<file path="config.mk">
export PLATFORM = sky130hd
export DESIGN_NAME = core_launch_sequencer
export DESIGN_NICKNAME = d
export VERILOG_FILES = /design/src/rtl/accel_sched_pkg.sv /design/src/rtl/sched_timeout_ctr.sv /design/src/rtl/core_launch_sequencer.sv
export SDC_FILE = /design/constraint.sdc
export NUM_CORES = 1
export LEC_CHECK = 0
export BUFFER_PORTS_ARGS = -buffer_cell sky130_fd_sc_hd__buf_2
export CAP_MARGIN = 20
export CORE_MARGIN = 1.5
export CORE_UTILIZATION = 60
export CTS_CLUSTER_SIZE = 40
export DETAILED_ROUTE_END_ITERATION = 8
export GPL_ROUTABILITY_DRIVEN = 0
export PLACE_DENSITY = 0.81
export SLEW_MARGIN = 20
export SYNTH_ARGS = -nofsm -noshare
export SYNTH_HDL_FRONTEND = slang
export SYNTH_SLANG_ARGS = --single-unit
</file>
<file path="constraint.sdc">
create_clock -name clk_i -period 3.69 [get_ports clk_i]
set_input_delay 0.738 -clock clk_i [delete_from_list [all_inputs] [get_ports clk_i]]
set_output_delay 0.738 -clock clk_i [all_outputs]
set_load 0.05 [all_outputs]
</file>
<file path="src/rtl/accel_sched_pkg.sv">
// accel_sched_pkg: shared state encodings, LED phase codes and defaults for the launch sequencer
package accel_sched_pkg;

    typedef enum logic [2:0] {
        S_IDLE,
        S_LAUNCH,
        S_WAIT,
        S_DONE,
        S_ERROR
    } state_e;

    localparam logic [1:0] PHASE_IDLE   = 2'b00;
    localparam logic [1:0] PHASE_LAUNCH = 2'b01;
    localparam logic [1:0] PHASE_WAIT   = 2'b10;
    localparam logic [1:0] PHASE_END    = 2'b11;

    localparam int DEFAULT_TIMEOUT = 1024;

    function automatic logic [1:0] phase_of(state_e s);
        return s == S_IDLE ? PHASE_IDLE : s == S_LAUNCH ? PHASE_LAUNCH : s == S_WAIT ? PHASE_WAIT : PHASE_END;
    endfunction

endpackage

</file>
<file path="src/rtl/sched_timeout_ctr.sv">
// sched_timeout_ctr: counts cycles while enabled and flags the last allowed cycle
module sched_timeout_ctr #(
    parameter int TIMEOUT_CYCLES = 1024,
    parameter int CNT_W          = 16
) (
    input  logic clk_i,
    input  logic rst_ni,
    input  logic clr_i,
    input  logic en_i,
    output logic expired_o
);

    logic [CNT_W-1:0] cnt_q;

    // free count while enabled, synchronous clear takes priority
    always_ff @(posedge clk_i or negedge rst_ni) begin
        if (!rst_ni) cnt_q <= '0;
        else if (clr_i) cnt_q <= '0;
        else if (en_i) cnt_q <= cnt_q + CNT_W'(1);
    end

    assign expired_o = en_i && cnt_q == CNT_W'(TIMEOUT_CYCLES - 1);

endmodule

</file>
<file path="src/rtl/core_launch_sequencer.sv">
// core_launch_sequencer: staggered core start pulses, sticky done capture, timeout and LED phase
module core_launch_sequencer
    import accel_sched_pkg::*;
#(
    parameter int NUM_CORES      = 4,
    parameter int TIMEOUT_CYCLES = DEFAULT_TIMEOUT,
    parameter int CNT_W          = 16
) (
    input  logic                 clk_i,
    input  logic                 rst_ni,
    input  logic                 start_i,
    input  logic                 abort_i,
    input  logic [NUM_CORES-1:0] core_mask_i,
    input  logic [NUM_CORES-1:0] core_done_i,
    output logic [NUM_CORES-1:0] core_start_o,
    output logic [NUM_CORES-1:0] done_mask_o,
    output logic                 busy_o,
    output logic                 all_done_o,
    output logic                 timeout_err_o,
    output logic [1:0]           phase_o
);

    localparam int IW = (NUM_CORES > 1) ? $clog2(NUM_CORES) : 1;
    localparam logic [IW-1:0] LAST = IW'(NUM_CORES - 1);

    state_e               state_q, state_d;
    logic [NUM_CORES-1:0] mask_q, mask_d, done_q, done_d, issued, start_q;
    logic [IW-1:0]        idx_q, idx_d;
    logic                 accept, expired, all_done_q, err_q, busy_q;
    logic [1:0]           phase_q;

    assign accept = state_q == S_IDLE && start_i && |core_mask_i;
    assign mask_d = accept ? core_mask_i : mask_q;
    assign idx_d  = accept ? '0 : (state_q == S_LAUNCH ? idx_q + IW'(1) : idx_q);

    // a core's done counts only once its start pulse lies in the past
    always_comb begin
        issued = '0;
        for (int i = 0; i < NUM_CORES; i++)
            issued[i] = state_q == S_WAIT || (state_q == S_LAUNCH && IW'(i) < idx_q);
        done_d = done_q | (core_done_i & mask_q & issued);
    end

    // next state: abort beats completion, completion beats timeout
    always_comb begin
        state_d = state_q;
        case (state_q)
            S_IDLE:   state_d = accept ? S_LAUNCH : S_IDLE;
            S_LAUNCH: state_d = abort_i ? S_IDLE : (idx_q == LAST ? S_WAIT : S_LAUNCH);
            S_WAIT:   state_d = abort_i ? S_IDLE : done_d == mask_q ? S_DONE : expired ? S_ERROR : S_WAIT;
            default:  state_d = S_IDLE;
        endcase
    end

    // state, latched job context and all outputs registered from the next state
    always_ff @(posedge clk_i or negedge rst_ni) begin
        if (!rst_ni) begin
            state_q    <= S_IDLE;
            mask_q     <= '0;
            idx_q      <= '0;
            done_q     <= '0;
            start_q    <= '0;
            busy_q     <= 1'b0;
            all_done_q <= 1'b0;
            err_q      <= 1'b0;
            phase_q    <= PHASE_IDLE;
        end else begin
            state_q    <= state_d;
            mask_q     <= mask_d;
            idx_q      <= idx_d;
            done_q     <= accept ? '0 : done_d;
            start_q    <= state_d == S_LAUNCH ? mask_d & (NUM_CORES'(1) << idx_d) : '0;
            busy_q     <= state_d == S_LAUNCH || state_d == S_WAIT;
            all_done_q <= state_d == S_DONE;
            err_q      <= !accept && (err_q || state_d == S_ERROR);
            phase_q    <= phase_of(state_d);
        end
    end

    sched_timeout_ctr #(
        .TIMEOUT_CYCLES(TIMEOUT_CYCLES),
        .CNT_W         (CNT_W)
    ) u_timeout (
        .clk_i    (clk_i),
        .rst_ni   (rst_ni),
        .clr_i    (state_q != S_WAIT),
        .en_i     (state_q == S_WAIT),
        .expired_o(expired)
    );

    assign core_start_o  = start_q;
    assign done_mask_o   = done_q;
    assign busy_o        = busy_q;
    assign all_done_o    = all_done_q;
    assign timeout_err_o = err_q;
    assign phase_o       = phase_q;

endmodule

</file>
==> impl_metrics.csv <==
group,metric,value,unit
routing,postRouteAntennaNets,0,
critical_path,crit_start,"state_q[1]",
logic_synthesis,synth_cell_types,44,
critical_path,crit_fanout,9,
placed_design,placed_area,0.001971,sq mm
critical_path,cp.arrival,2370,ps
finish,fillers,207,
clock_tree,clkLatencyLatePin,340,ps
routing,wl_per_cell,16.04,microns
logic_synthesis,async_flop_share,100.0,%
power_and_ir_drop,pwr_density_cell,563.6,mW/mm^2
critical_path,crit_type,"register to register",
routing,met1Wirelength,1682,microns
timing,clock.fmax,459.3,MHz
logic_synthesis,postSynthCellCount,178,
critical_path,ff2ff_setup_slack,1510,ps
logic_synthesis,synth_edf_count,0,
clock_tree,cts_tree,"yes",
timing,worst_pin_slew,821.3,ps
critical_path,timing.rr.end,"busy_o",
grt,track_usage,26.30,%
timing,setup_viol,0,
grt,grt_pass1_vias,1459,
clock_tree,cts_max_path_buffers,2,
timing,finalCriticalPeriod,2177,ps
grt,grt_pass1_wl,6651,microns
placed_design,dp_hpwl,2761,microns
worst_hold_path,min_path_type,"input pin to asynchronous set/reset pin",
routing,drt-pass1-iter-count,4,
clock_tree,post-cts-setup-buffer-count,0,
floorplan,core_area,0.002829,sq mm
clock_tree,cts_resized,0,
floorplan,fp-row-count,19,
routing,wl_met2,1838,microns
grt,overflow,0,
finish,final_cell_mix,"dfrtp_1 (38), buf_2 (24), nor2_1 (20)",
finish,layout_commonest_cell,"dfrtp_1",
finish,area_growth,10.46,%
critical_path,crit_path_end_kind,"register",
timing,rsz0062_at_grt,"false",
grt,grt_max_degree,39,
routing,wl_met3,183,microns
finish,insertedDiodeCount,0,
critical_path,reg2reg_from,"state_q[1]",
logic_synthesis,ys_ff_latch,38,
floorplan,io_pins,25,
clock_tree,cts-buffers-inserted,5,
timing,fin_skew,5.187,ps
routing,vias_per_cell,6.148,
routing,top_layer,"met4",
logic_synthesis,synth_ff_type,"dfrtp_1",
routing,vias,1451,
floorplan,start_util,64.71,%
outcome,status,"complete, no violations",
grt,antenna_found_initial,0,
clock_tree,htreeDepth,2,
floorplan,die_w,58.24,microns
floorplan,dieArea,0.003391,sq mm
critical_path,crit_path_start_kind,"register",
power_and_ir_drop,p_leak,0.9609,nW
logic_synthesis,yosys_warnings,0,
timing,drv_slew,0,
routing,first_iter_violations,69,
logic_synthesis,syn_avg_cell_area,10.28,sq um
critical_path,r2r_cells,6,
clock_tree,path_clk_slew,100,ps
logic_synthesis,synth_fp_nets,194,
logic_synthesis,yosysSeqAreaShare,51.95,%
floorplan,die_h,58.24,microns
placed_design,io_buffers,24,
finish,layout.nets,222,
critical_path,crit_required,3890,ps
clock_tree,postCtsHoldBufs,0,
timing,fin_tns_setup,0,ps
routing,remaining_drc_errors,0,
run,max_cap_violations,0,
clock_tree,cts_root_buffer,"clkbuf_4",
timing,slew_headroom,45.25,%
clock_tree,clock-sinks,38,
timing,finalCritPeriodShare,59.01,%
routing,drt_wl_total,3785,microns
power_and_ir_drop,irDropWorstVdd,0.4350,mV
logic_synthesis,synthesis.area,0.001831,sq mm
finish,stdcell_area,0.002022,sq mm
finish,drive_gt1_share,21.46,%
timing,hold_viol_final,0,
final cells by class:
cell class	instances	area, sq um	area share [%]
Timing Repair Buffer	24	120.1	5.941
Multi-Input combinational cell	125	815.8	40.35
Sequential cell	38	950.9	47.03
Inverter	12	45.04	2.228
Clock buffer	6	51.30	2.537
Tap cell	31	38.79	1.918
cell families after synthesis:
logic type	share of synthesized area, %
compound gates	10.25
xor+xnor	5.264
simple gates	24.47
flops	51.95
mux	1.845
buf+inv	3.486
fa+ha+maj	2.734
where the power goes:
part | internal, mW | switching, mW | total, mW
clock | 0.0859 | 0.122 | 0.208
sequential | 0.477 | 0.0668 | 0.543
combinational | 0.125 | 0.264 | 0.389
total | 0.687 | 0.452 | 1.14
worst max-delay path by stage:
stage                                  to  slack [ps]  depth (start not counted)
after floorplan           core_start_o[2]        1780                          4
final                              busy_o        1510                          6
after CTS                          busy_o        1560                          6
after global routing               busy_o        1390                          6
after global placement    core_start_o[2]        1480                          5
after detailed placement  core_start_o[2]        1350                          5
metrics by stage:
| step | util [%] | total power, mW | hold WS [ps] | std cells | setup WS, ps |
|---|---|---|---|---|---|
| final | 71.47 | 1.140 | 490.3 | 236 | 1513 |
| after global routing | 71.47 | 1.201 | 542.8 | 236 | 1387 |
| after CTS | 71.47 | 1.146 | 501.9 | 236 | 1559 |
| after detailed placement | 69.66 | 0.9374 | 487.3 | 230 | 1346 |
| after global placement | 69.66 | 0.9115 | 465.8 | 230 | 1483 |
| after floorplan | - | 0.8193 | 442.4 | 178 | 1779 |
worst max-delay path: stages (launching register included):
cell	delay (ps)
dfrtp_1	520
nor3b_4	460
a311oi_1	180
nor4_1	470
nand3_1	230
inv_1	120
a21oi_1	50
per-layer routing:
| metal | up-vias | GRT usage, % |
|---|---|---|
| met5 | - | 0 |
| met4 | 0 | 10.30 |
| met3 | 12 | 5.134 |
| met2 | 50 | 42.69 |
| met1 | 713 | 34.90 |
| li1 | 676 | - |
cells in the mapped netlist, types with 4 or more instances:
cell	n	area share, %
ha_1	4	2.7
nand2_1	12	2.5
nor2_1	20	4.1
nand2b_1	4	1.4
inv_1	12	2.5
o21ai_0	5	1.4
dfrtp_1	38	52
nand4_1	4	1.4
or3_1	4	1.4
xor2_1	8	3.8
nand3_1	8	2.2
a21oi_1	14	3.8
flip-flops by register name, summed over array words and instances (netlist names):
signal,flops
mask_q,4
busy_o,1
all_done_o,1
done_mask_o,4
phase_o,2
timeout_err_o,1
idx_q,2
state_q,3
core_start_o,4
u_timeout.cnt_q,16
No activity file was read; power rests on OpenSTA's default activity.
